[config.mk]
export PLATFORM = sky130hd
export DESIGN_NAME = hazard_stall_ctrl
export DESIGN_NICKNAME = d
export VERILOG_FILES = /design/src/rtl/hazard_stall_ctrl.sv
export SDC_FILE = /design/constraint.sdc
export NUM_CORES = 1
export LEC_CHECK = 0
export CAP_MARGIN = 20
export CORE_UTILIZATION = 25
export DETAILED_ROUTE_END_ITERATION = 12
export PLACE_DENSITY_LB_ADDON = 0.15
export SLEW_MARGIN = 10
export SYNTH_ARGS = -nofsm -noshare
export SYNTH_HDL_FRONTEND = slang
export SYNTH_SLANG_ARGS = --single-unit
[constraint.sdc]
create_clock -name clk -period 2.15 [get_ports clk]
set_clock_uncertainty 0.15 [all_clocks]
set_input_delay 0.3225 -clock clk [delete_from_list [all_inputs] [get_ports clk]]
set_output_delay 0.3225 -clock clk [all_outputs]
set_load 0.05 [all_outputs]
[src/rtl/hazard_stall_ctrl.sv]
// Hazard/stall controller for the 5-stage MIPS pipeline: load-use bubbles, taken-branch flushes,
// data-memory freezes with a watchdog trap, and a saturating stall-cycle counter.
module hazard_stall_ctrl #(
    parameter int unsigned MEM_TIMEOUT = 16,
    parameter int unsigned STALL_CNT_W = 16
) (
    input  logic                   clk,
    input  logic                   rst_n,
    input  logic                   id_ex_mem_read,
    input  logic [4:0]             id_ex_instr_rt,
    input  logic [4:0]             if_id_instr_rs,
    input  logic [4:0]             if_id_instr_rt,
    input  logic                   if_id_uses_rt,
    input  logic                   ex_branch_taken,
    input  logic                   dmem_req,
    input  logic                   dmem_ready,
    output logic                   pc_write,
    output logic                   if_id_write,
    output logic                   if_id_flush,
    output logic                   id_ex_write,
    output logic                   id_ex_bubble,
    output logic                   ex_mem_write,
    output logic                   mem_wb_bubble,
    output logic                   mem_timeout_err,
    output logic [STALL_CNT_W-1:0] stall_cycles
);

    localparam int unsigned WaitW = $clog2(MEM_TIMEOUT + 1);
    localparam logic [WaitW-1:0] WaitLast = WaitW'(MEM_TIMEOUT - 1);
    localparam logic [STALL_CNT_W-1:0] StallMax = '1;

    typedef enum logic [1:0] {StRun, StMemWait, StError} state_e;

    state_e                 state_q, state_d;
    logic [WaitW-1:0]       wait_cnt_q, wait_cnt_d;
    logic [STALL_CNT_W-1:0] stall_cnt_q, stall_cnt_d;
    logic                   err_q, err_d;

    logic load_use;
    logic mem_stall;
    logic timeout;

    logic dec_pc_write;
    logic dec_if_id_write;
    logic dec_if_id_flush;
    logic dec_id_ex_write;
    logic dec_id_ex_bubble;
    logic dec_ex_mem_write;
    logic dec_mem_wb_bubble;

    assign load_use = id_ex_mem_read && (id_ex_instr_rt != 5'd0) &&
                      ((id_ex_instr_rt == if_id_instr_rs) ||
                       (if_id_uses_rt && (id_ex_instr_rt == if_id_instr_rt)));

    assign mem_stall = dmem_req && !dmem_ready;
    assign timeout   = mem_stall && (wait_cnt_q == WaitLast);

    // State register
    always_ff @(posedge clk or negedge rst_n) begin
        if (!rst_n) begin
            state_q <= StRun;
        end else begin
            state_q <= state_d;
        end
    end

    // Next-state logic
    always_comb begin
        state_d = state_q;
        unique case (state_q)
            StRun: begin
                if (timeout) begin
                    state_d = StError;
                end else if (mem_stall) begin
                    state_d = StMemWait;
                end
            end
            StMemWait: begin
                if (timeout) begin
                    state_d = StError;
                end else if (!mem_stall) begin
                    state_d = StRun;
                end
            end
            StError: state_d = StError;
            default: state_d = StRun;
        endcase
    end

    // Output decode; RUN and MEM_WAIT share the same priority decode
    always_comb begin
        dec_pc_write      = 1'b1;
        dec_if_id_write   = 1'b1;
        dec_if_id_flush   = 1'b0;
        dec_id_ex_write   = 1'b1;
        dec_id_ex_bubble  = 1'b0;
        dec_ex_mem_write  = 1'b1;
        dec_mem_wb_bubble = 1'b0;
        if (state_q == StError || mem_stall) begin
            // Freeze everything upstream of MEM/WB; pending branch/load-use is held in place.
            dec_pc_write      = 1'b0;
            dec_if_id_write   = 1'b0;
            dec_id_ex_write   = 1'b0;
            dec_ex_mem_write  = 1'b0;
            dec_mem_wb_bubble = 1'b1;
        end else if (ex_branch_taken) begin
            dec_if_id_flush  = 1'b1;
            dec_id_ex_bubble = 1'b1;
        end else if (load_use) begin
            dec_pc_write     = 1'b0;
            dec_if_id_write  = 1'b0;
            dec_id_ex_bubble = 1'b1;
        end
    end

    // While reset is held the pipe registers are frozen and loaded with NOPs
    assign pc_write      = dec_pc_write && rst_n;
    assign if_id_write   = dec_if_id_write && rst_n;
    assign id_ex_write   = dec_id_ex_write && rst_n;
    assign ex_mem_write  = dec_ex_mem_write && rst_n;
    assign if_id_flush   = dec_if_id_flush || !rst_n;
    assign id_ex_bubble  = dec_id_ex_bubble || !rst_n;
    assign mem_wb_bubble = dec_mem_wb_bubble || !rst_n;

    assign mem_timeout_err = err_q;
    assign stall_cycles    = stall_cnt_q;

    always_comb begin
        wait_cnt_d  = wait_cnt_q;
        stall_cnt_d = stall_cnt_q;
        err_d       = err_q;
        if (state_q != StError) begin
            wait_cnt_d = mem_stall ? wait_cnt_q + WaitW'(1) : '0;
            if (!dec_pc_write && (stall_cnt_q != StallMax)) begin
                stall_cnt_d = stall_cnt_q + STALL_CNT_W'(1);
            end
            if (timeout) begin
                err_d = 1'b1;
            end
        end
    end

    always_ff @(posedge clk or negedge rst_n) begin
        if (!rst_n) begin
            wait_cnt_q  <= '0;
            stall_cnt_q <= '0;
            err_q       <= 1'b0;
        end else begin
            wait_cnt_q  <= wait_cnt_d;
            stall_cnt_q <= stall_cnt_d;
            err_q       <= err_d;
        end
    end

endmodule

---- Word-level counts from Yosys, hierarchy flattened ----
Cells that the tools add are included.
operators by class
  reduce and logical (&&, ||, !) cells .... 21
  equality and inequality tests ........... 9
  add/subtract/negate cells ............... 2
  multiplexer cells ....................... 16
operators with widths
  cell                   number
  $add 16x1->16 const B  1
  $ne 16x16->1 const B   1
  $eq 5x5->1             2
  $mux 1                 10
  $logic_and 1x1->1      8
  $mux 2                 4
  $ne 3x3->1 const B     2
  $pmux 2 s3             1
  $reduce_and 2->1       3
  $add 5x1->5 const B    1
  $eq 5x4->1 const B     1
  $logic_or 1x1->1       5
  $mux 5                 1
  $reduce_bool 5->1      1
  $logic_not 1->1        3
  $eq 2x1->1 const B     1
  $eq 2x2->1 const B     1
  $logic_not 2->1        1
  $ne 2x2->1 const B     1
word-level totals
  input bits .............................. 22
  output and inout port bits .............. 24
  logic and storage cells ................. 52
  flip-flop bits (word level) ............. 24

---- Longest topological paths before layout ----
  word-level depth ........................ 10
  depth in mapped cells ................... 8
  gate-level depth less buffers ........... 7

---- Least setup slack after synthesis ----
No wires, ideal clock.
  kind .................................... input-to-output
  from .................................... input port id_ex_instr_rt[4]
  to ...................................... output port id_ex_bubble
  required time ........................... 1678 ps
  cell stages on the path ................. 5
  path buffers ............................ 0
  slack ................................... -995 ps
  arrival ................................. 2673 ps
  cells stage by stage .................... xnor2_1 nand3_1 o22ai_1 nand2b_1 o311ai_0
between the ends
  longest elaborated chain between the ends .. 8
  elaborated cells on any way between the ends .. 11
  those cells by class .................... 2 x eq/ne; 3 x mux; 6 x reduce/logical
ends and longest elaborated chain
  what                 RTL line  RTL
  start, declared      10        input logic [4:0] id_ex_instr_rt,
  $eq 5x5->1           53        (if_id_uses_rt && (id_ex_instr_rt == if_id_instr_rt)));
  $logic_and 1x1->1    53
  $logic_or 1x1->1     52        ((id_ex_instr_rt == if_id_instr_rs) ||
  $logic_and 1x1->1 *  51        assign load_use = id_ex_mem_read && (id_ex_instr_rt != 5'd0) &&
  $mux 1 *             109       end else if (load_use) begin
  $mux 1 *             106       end else if (ex_branch_taken) begin
  $mux 1 *             99        if (state_q == StError || mem_stall) begin
  $logic_or 1x1->1 *   122       assign id_ex_bubble = dec_id_ex_bubble || !rst_n;
  end, declared        21        output logic id_ex_bubble,
Mark *: on every way between the ends. The rest lies on a longest branch, timed or not.

---- Worst setup path after layout ----
  from .................................... input port id_ex_instr_rt[2]
  to ...................................... output port if_id_write
between the ends
  longest elaborated chain between the ends .. 8
  elaborated cells on any way between the ends .. 11
  those cells by class .................... 2 x eq/ne; 3 x mux; 6 x reduce/logical
ends and longest elaborated chain
  what                 RTL line  RTL
  $eq 5x5->1           53
  $logic_and 1x1->1    53
  $logic_or 1x1->1     52
  $logic_and 1x1->1 *  51
  $mux 1 *             109
  $mux 1 *             106
  $mux 1 *             99
  $logic_and 1x1->1 *  118       assign if_id_write = dec_if_id_write && rst_n;
  end, declared        18        output logic if_id_write,
Marked as above.

==> impl_metrics.csv <==
group,metric,value,unit
floorplan,num_rows,25,
global_routing,grt_max_degree,25,
global_routing,antenna_found_initial,0,
route,detailroute.via_count,1177,
sta,fin_tns_setup,0,ns
route,detail_route.wirelength,3420,um
finish,fin_area,2140,sq um
clock_network,cts.htree.levels,1,
clock_network,hold_buffers,0,
route,postRouteAntennaNets,0,
clock_network,clk_root_buffer_cell,"clkbuf_8",
outcome,outcome,"finished clean",
critical_path,worst_ep_required_time,1.68,ns
critical_path,critPathLaunchType,"primary input",
power,power_density,810,nW/um^2
floorplan,die_w,74.3,um
critical_path,critical_path.cell_chain,"buf_2 > or4_4 > o21ai_4 > nand2b_4 > nor2_2 > nor2_4 > buf_12",
finish,finalNetCount,220,
place,place.port_buffers,45,
sta,timing.final.max_slew_violations,0,
critical_path,max_stage_delay,0.54,ns
critical_path,worst_ep_arrival_time,1.66,ns
place,globalplace.congestion,0.764,
floorplan,fp.coreArea,4880,sq um
finish,layout-area-overhead-vs-synth,64.0,%
logic_synthesis,yosysSeqAreaShare,0.460,
floorplan,die-area,5510,sq um
global_routing,vias_in_the_first_global_route,1230,
global_routing,grt.total_usage,0.137,
sta,tightest_slew,0.506,ns
floorplan,boundaryPins,46,
route,wl_per_cell,13.1,um
clock_network,clk_pin_slew,0.08,ns
logic_synthesis,ys.flop_type,"dfrtp_1",
clock_network,cts_tree,"yes",
route,post-route-drc-count,0,
power,vdd.ir_drop.worst,0.397,mV
power,p_int,1.07,mW
floorplan,start_util,0.267,
route,route.detailed.vias_per_inst,4.51,
logic_synthesis,synth_largest_type_area_fraction,0.460,
sta,fmax,469,MHz
power,power.share.sequential,0.368,
power,total_power,1.73,mW
route,firstDrtPassIters,4,
logic_synthesis,syn-instance-count,137,
finish,n_antenna_cell,0,
logic_synthesis,synth_top_cells_by_count,"24 x dfrtp_1, 15 x xnor2_1, 14 x nand2_1, 10 x nor3_1, 10 x xor2_1",
logic_synthesis,synth_async_sr_flop_share,1.00,
sta,rsz0062_at_grt,"true",
critical_path,cpMaxStageDelayCell,"or4_4",
place,placement.cell_area,2040,sq um
critical_path,cp_max_fo,2,
sta,layout_min_cycle_time,2.13,ns
power,switching_share_of_power,0.384,
sta,max_slew_margin,0.662,
power,power_switching,0.665,mW
clock_network,cts_num_sinks,24,
route,drt_iter0_markers,32,
finish,ratio_of_cells_with_drive_above_1_in_the_final_layout,0.294,
floorplan,fp.dieH,74.3,um
clock_network,clock_insertion_delay_worst_skew,0.27,ns
logic_synthesis,syn-mean-instance-area,9.53,sq um
sta,timing_hold_violations_final,0,
critical_path,criticalPathCategory,"primary input to output port",
sta,period_share,0.991,
logic_synthesis,synth.largest_area_cell,"dfrtp_1",
clock_network,ctsLongestPathBuffers,2,
power,leakage_dissipation,0.905,nW
worst_hold_path,timing.hold.worst.class,"flop to flop",
logic_synthesis,synth_area_leaders,"dfrtp_1 46%, xnor2_1 10%, xor2_1 6.7%",
global_routing,grt_pass1_wl,5810,um
clock_network,cts_inserted_buffers,3,
logic_synthesis,postSynthRegisterBits,24,
global_routing,overflow,0,
place,place.detailed.hpwl,2720,um
flow_run,timing.max_cap.violations,0,
sta,setup_violations,0,
power,pwr-share-clk,0.227,
logic_synthesis,synth_area,1310,sq um
logic_synthesis,synth.lib_cells_used.distinct,27,
critical_path,cp-end-kind,"output port",
logic_synthesis,yosysMostFrequentCell,"dfrtp_1",
logic_synthesis,yosysWarningCount,0,
logic_synthesis,synth_fp_nets,162,
power,share_comb_of_total_power,0.405,
logic_synthesis,synth_edf_count,0,
power groups by stage:
stage | Clock (mW) | Sequential (mW) | Combinational (mW)
6_report | 0.393 | 0.637 | 0.703
3_5_place_dp | 0 | 0.646 | 0.708
5_1_grt | 0.425 | 0.652 | 0.746
3_3_place_gp | 0 | 0.643 | 0.701
2_1_floorplan | 0 | 0.861 | 0.193
4_1_cts | 0.405 | 0.639 | 0.710
cell type report:
type	instances	area, sq um
sequential	24	617
clock inverter	1	30.0
multi-input combinational	103	752
inverter	6	26.3
clock buffer	3	41.3
fill	492	2740
tap	67	83.8
timing repair buffer	57	591
metrics by stage:
stage               hold WS, ns  std cells  setup slack, ns   util
floorplan                -0.123        137          -0.0246      -
global placement          0.309        255           -0.365  0.418
detailed placement        0.313        255           -0.380  0.418
CTS                       0.330        261           0.0118  0.438
global route              0.360        261          -0.0293  0.439
finish                    0.328        261           0.0189  0.439
layout by cell type, fill, tap and decap left out, types with 3 or more instances in the layout:
cell type / instances
buf_4: 10
nand4_1: 5
o21ai_0: 6
dlygate4sd2_1: 9
nand3_1: 8
clkbuf_8: 3
xnor2_1: 13
buf_2: 3
inv_1: 5
clkdlybuf4s50_1: 23
dfrtp_1: 11
buf_12: 8
nor2_1: 7
nand2_1: 13
nor3_1: 10
xor2_1: 10
and3_1: 4
nand2b_1: 3
dfrtp_2: 13
routing by layer:
| layer | routed length, um | share of wire | track usage |
|---|---|---|---|
| met5 | 0 | 0 | 0 |
| met4 | 12 | 0.0035 | 0.0126 |
| met3 | 110 | 0.032 | 0.0339 |
| met2 | 1790 | 0.52 | 0.239 |
| met1 | 1510 | 0.44 | 0.177 |
repair_timing:
action                                  4_1_cts  5_1_grt
hold endpoints to repair                      0        0
buffers inserted                              2        0
resized for setup                            34        4
endpoints found under the setup margin       18        4
pin swaps                                    14        6
cloned                                        0        0
worst paths after layout:
check / from / endpoint / slack [ns] / cells after the start
max: id_ex_instr_rt[2] / if_id_write / 0.02 / 7
min: mem_timeout_err$_DFFE_PN0P_ / mem_timeout_err$_DFFE_PN0P_ / 0.33 / 1
max reg2reg: stall_cycles[0]$_DFFE_PN0P_ / stall_cycles[15]$_DFFE_PN0P_ / 0.11 / 8
min reg2reg: mem_timeout_err$_DFFE_PN0P_ / mem_timeout_err$_DFFE_PN0P_ / 0.33 / 1
max in group asynchronous: rst_n / stall_cycles[1]$_DFFE_PN0P_ / 1.06 / 2
min in group asynchronous: rst_n / stall_cycles[5]$_DFFE_PN0P_ / 0.52 / 2
kinds of logic (layout without fill, tap and decap cells):
logic type	count (synthesis)	after routing	share of synthesized area
AO/OA/AOI/OAI	14	14	0.0671
XOR/XNOR	25	25	0.168
adder cells (fa/ha/maj)	3	3	0.0288
buffers and inverters	10	67	0.0403
flip-flops	24	24	0.460
multiplexers	1	1	0.00863
AND/OR/NAND/NOR	60	60	0.227
registers in the layout, indices dropped and copies added (netlist names):
register and flops:
state_q 2, wait_cnt_q 5, stall_cycles 16, mem_timeout_err 1
critical path: cells and delay by family:
| family | cells | cell delay [ns] |
|---|---|---|
| AO/OA/AOI/OAI | 1 | 0.15 |
| buffers and inverters | 2 | 0.27 |
| AND/OR/NAND/NOR | 4 | 0.92 |
Note: power is estimated with default switching activity, not from simulation.
==> variant 1, RTL diff (config.mk and constraints unchanged) <==
Put one more register stage on the output `mem_timeout_err`, without a reset. The value now appears one clock later. The other outputs are not delayed to match.
--- a/src/rtl/hazard_stall_ctrl.sv
+++ b/src/rtl/hazard_stall_ctrl.sv
@@ -124,3 +124,5 @@
 
-    assign mem_timeout_err = err_q;
+    always_ff @(posedge clk) begin
+        mem_timeout_err <= err_q;
+    end
     assign stall_cycles    = stall_cnt_q;
Function: no difference found for any inputs over 10 cycles, from zero or initial values and one cycle with rst_n low; that may be too few to reach the edited logic, so the function may still have changed.
==> variant 1 against the unedited design <==
- sequential cell count up 1
- non-clock buffer count up 6
- routed wire length up 2.8%
- area after synthesis up 1.5%
- die area up 1.5%
- setup slack worse by 2.8 ps
- global-route usage down 0.57 points
- final area up 4.6%
- total power down 2.6%
- highest routed layer unchanged
==> variant 1: results (changes against the unedited design) <==
fin_crit_ps: 2130  # +2.76 ps
drt-vias-per-instance: 4.37  # -3.0%
whs_endpoint: "mem_timeout_err"
hp-start: "err_q"
worstMarginPinSlew_ps: 504  # -1.83 ps
synth_mux_area_share_pct: 0.850  # -0.013 points
synth_xor_xnor_area_share_pct: 16.5  # -0.25 points
placed_cells: 265  # +3.9%
drt_wl_total_mm: 3.52  # +2.8%
synth_cell_types: 28  # +3.7%
nFillCells: 512  # +4.1%
finalNonFillerCells: 271  # +3.8%
hold_depth: 0  # -1
grt_pass1_wl_mm: 5.52  # -5.0%
hold-worst-slack_ps: 221  # -108 ps
reg2reg_depth: 9  # +1
synth_compound_area_share_pct: 6.61  # -0.10 points
hpwlAfterDp_mm: 2.70  # -0.52%
syn_avg_cell_area_sq_um: 9.60  # +0.80%
grtUsageTotal_pct: 13.1  # -0.57 points
run_status: "finished, final reports clean"
synthArstFlopShare_pct: 96.0  # -4.0 points
r2r-end: "stall_cycles[10]"
synth.top_cells.by_area: "dfrtp_1, xnor2_1, xor2_1"
final_layout_size_suffix_gt1_share_pct: 34.3  # +4.9 points
first_iter_violations: 36  # +13%
nets: 227  # +3.2%
placed_cell_area_sq_mm: 0.00211  # +3.4%
syn-num-nets: 163  # +0.62%
r2r_start: "stall_cycles[0]"
==> variant 1: cell count changes in the layout (fill, tap and decap cells not counted), sizes merged <==
cell / unedited run / this run
clkdlybuf4s15: 1 / 3
bufinv: 1 / 0
buf: 22 / 28
dfxtp: 0 / 1
clkbuf: 5 / 4
==> variant 1: critical path: stages <==
cell and delay, ps:
buf_2 120, or4_4 540, o21ai_2 160, nand2b_4 170
nor2_2 50, nor2_4 140, buf_12 160
==> variant 1: power breakdown <==
| group | internal [mW] | total [mW] | switching (mW) | leakage, nW |
|---|---|---|---|---|
| combinational | 0.323 | 0.772 | 0.448 | 0.626 |
| sequential | 0.551 | 0.640 | 0.0896 | 0.297 |
| clock | 0.132 | 0.276 | 0.144 | 0.0228 |
| total | 1.01 | 1.69 | 0.682 | 0.946 |
==> variant 1: per-layer routing <==
metal | track usage [%] | share of wire, % | up-vias
li1 | - | - | 599
met1 | 17.4 | 46 | 556
met2 | 21.5 | 49 | 28
met3 | 3.61 | 3.7 | 2
met4 | 2.52 | 0.45 | 0
met5 | 0 | 0 | -
==> variant 1: final cells by class <==
cell class                      count  area [sq um]  share of cell area [%]
Tap cell                           70          87.6                    3.91
Timing Repair Buffer               63           652                    29.1
Clock buffer                        4          45.0                    2.01
Inverter                            6          26.3                    1.17
Multi-Input combinational cell    103           791                    35.3
Sequential cell                    25           637                    28.5
==> variant 1: what timing repair did <==
action                     in CTS  in global routing
pin swaps                      16                  4
buffers inserted                2                  0
setup endpoints to repair      19                  8
resized for setup              41                  6
==> variant 1: metrics by stage <==
stage | power (mW) | TNS (ps)
2_1_floorplan | 1.07 | -44.7
3_3_place_gp | 1.41 | -5180
3_5_place_dp | 1.41 | -5820
4_1_cts | 1.71 | 0
5_1_grt | 1.78 | -125
6_report | 1.69 | 0
==> variant 2, RTL diff (config.mk and constraints unchanged) <==
Made on the original files. Change the parameter `STALL_CNT_W` from 16 to 32.
--- a/src/rtl/hazard_stall_ctrl.sv
+++ b/src/rtl/hazard_stall_ctrl.sv
@@ -4,3 +4,3 @@
     parameter int unsigned MEM_TIMEOUT = 16,
-    parameter int unsigned STALL_CNT_W = 16
+    parameter int unsigned STALL_CNT_W = 32
 ) (
Ports: changed (resized stall_cycles); port bits go from 46 to 62. No check against the original RTL was run, so the function may have changed too.
==> variant 2 against the unedited design <==
- the flow now finishes with violations (setup timing)
- via count rose by 66%
- non-clock buffer count rose by 41
- setup slack got worse by 100 ps
- final cell count rose by 62%
- utilization fell by 2.3 points
- clock power rose by 31%
- final area rose by 62%
- routed wire length rose by 64%
- sequential cell count rose by 16
- total power rose by 20%
- area after synthesis rose by 68%
- combinational power fell by 2%
- largest power group is now sequential cells
==> variant 2: results (changes against the unedited design) <==
run_status: "finished, violations left"
violations: "setup timing"
slowest_stage: "nor4_2"
seq_area_frac_synth_pct: 45.7  # -0.31 points
grt_pass1_vias: 1976  # +61%
synth.top_cells.by_area: "dfrtp_1, xnor2_1, nand3_1"
grtUsageTotal_pct: 13.6  # -0.11 points
max_stage_delay_ps: 320  # -220 ps
dp_slack_ps: -567  # -187 ps
antenna-diode-count: 0  # unchanged
nets: 343  # +56%
placed_cell_area_sq_mm: 0.00328  # +61%
largest_reg_flops: 32  # +16
first_iter_violations: 92  # +190%
hpwlAfterDp_mm: 4.27  # +57%
final_layout_size_suffix_gt1_share_pct: 33.9  # +4.5 points
drt_wl_total_mm: 5.61  # +64%
cts_max_level: 2  # +1
intPower_mw: 1.37  # +29%
syn-num-nets: 246  # +52%
timing.final.ws_setup_ps: -83.2  # -102 ps
port_buffers: 61  # +36%
drt-vias-per-instance: 4.60  # +1.9%
grt_max_degree: 40  # +60%
placed_cells: 408  # +60%
clkPwrFrac_pct: 24.8  # +2.1 points
grt_pass1_wl_mm: 9.50  # +64%
synth_cell_types: 38  # +41%
numCtsBuffers: 5  # +2
nFillCells: 857  # +74%
synthCells: 221  # +61%
clk_latency_ps: 290  # +20 ps
finalNonFillerCells: 424  # +62%
setup_violations: 4  # +4
yosys-top-cells-count: "dfrtp_1, xnor2_1, nand3_1"
worstMarginPinSlew_ps: 599  # +92.7 ps
ir_drop_mv: 0.179  # -55%
hp-class: "in2async"
p_leak_nw: 1.42  # +57%
worstPathArrival_ps: 1760  # +100 ps
gp_congestion: 0.756  # -1.1%
variant 2: cell count changes after synthesis, moves of 4 or more:
cell,unedited run,this run
dfrtp_1,24,40
xnor2_1,15,29
nand2_1,14,18
and3_1,4,12
and4_1,0,5
nand3_1,8,22
nand4_1,5,17
and2_1,0,5
inv_1,6,2
variant 2: path summary, 6_finish.rpt:
| path | start | endpoint | slack, ps | depth (start not counted) |
|---|---|---|---|---|
| worst max-delay path | if_id_instr_rt[1] | id_ex_bubble | -80 | 7 |
| worst min-delay path | rst_n | wait_cnt_q[0] | 250 | 2 |
| worst max register to register | stall_cycles[0] | stall_cycles[13] | 110 | 8 |
| worst min register to register | mem_timeout_err | mem_timeout_err | 310 | 1 |
| max in group asynchronous | rst_n | stall_cycles[24] | 850 | 3 |
| min in group clk | mem_timeout_err | mem_timeout_err | 310 | 1 |
variant 2: cells by family after synthesis:
family	count (synthesis)	share of synthesized area, %
compound gates	12	4.17
xor+xnor	40	16.0
fa+ha+maj	3	1.71
buf+inv	10	2.51
flops	40	45.7
mux	2	1.03
simple gates	114	28.9
variant 2: power groups by stage:
stage / Sequential, mW / Clock, mW / Combinational (mW)
finish: 0.870 / 0.515 / 0.690
global route: 0.881 / 0.574 / 0.744
CTS: 0.872 / 0.533 / 0.671
detailed placement: 0.887 / 0 / 0.668
global placement: 0.886 / 0 / 0.666
floorplan: 1.06 / 0 / 0.188
variant 2: per-stage QoR:
| stage | TNS, ps | util (%) | hold slack [ps] |
|---|---|---|---|
| after floorplan | -133 | - | -123 |
| after global placement | -14310 | 39.4 | 20.3 |
| after detailed placement | -14750 | 39.4 | 20.3 |
| after CTS | -197 | 40.7 | 258 |
| after global routing | -948 | 41.5 | 264 |
| final | -170 | 41.5 | 251 |
variant 2: what timing repair did:
item                       CTS  global route
resized for setup           39            10
hold endpoints to repair     1             0
setup buffers                2             5
pin swaps                   13             3
hold buffers                 1             0
setup endpoints to repair   34            10
variant 2: final cells by class:
class | instances | area [sq um] | area share [%]
Clock buffer | 8 | 90.1 | 2.60
Sequential cell | 40 | 1030 | 29.8
Multi-Input combinational cell | 171 | 1250 | 36.2
Timing Repair Buffer | 98 | 945 | 27.3
Inverter | 2 | 11.3 | 0.325
Tap cell | 105 | 131 | 3.79
variant 2: metal layers:
layer / track usage (%) / vias up / routed length [um]
met1: 18.3 / 910 / 2610
met4: 5.22 / 0 / 96
li1: - / 983 / -
met5: 0 / - / 0
met2: 20.8 / 49 / 2620
met3: 3.43 / 7 / 283
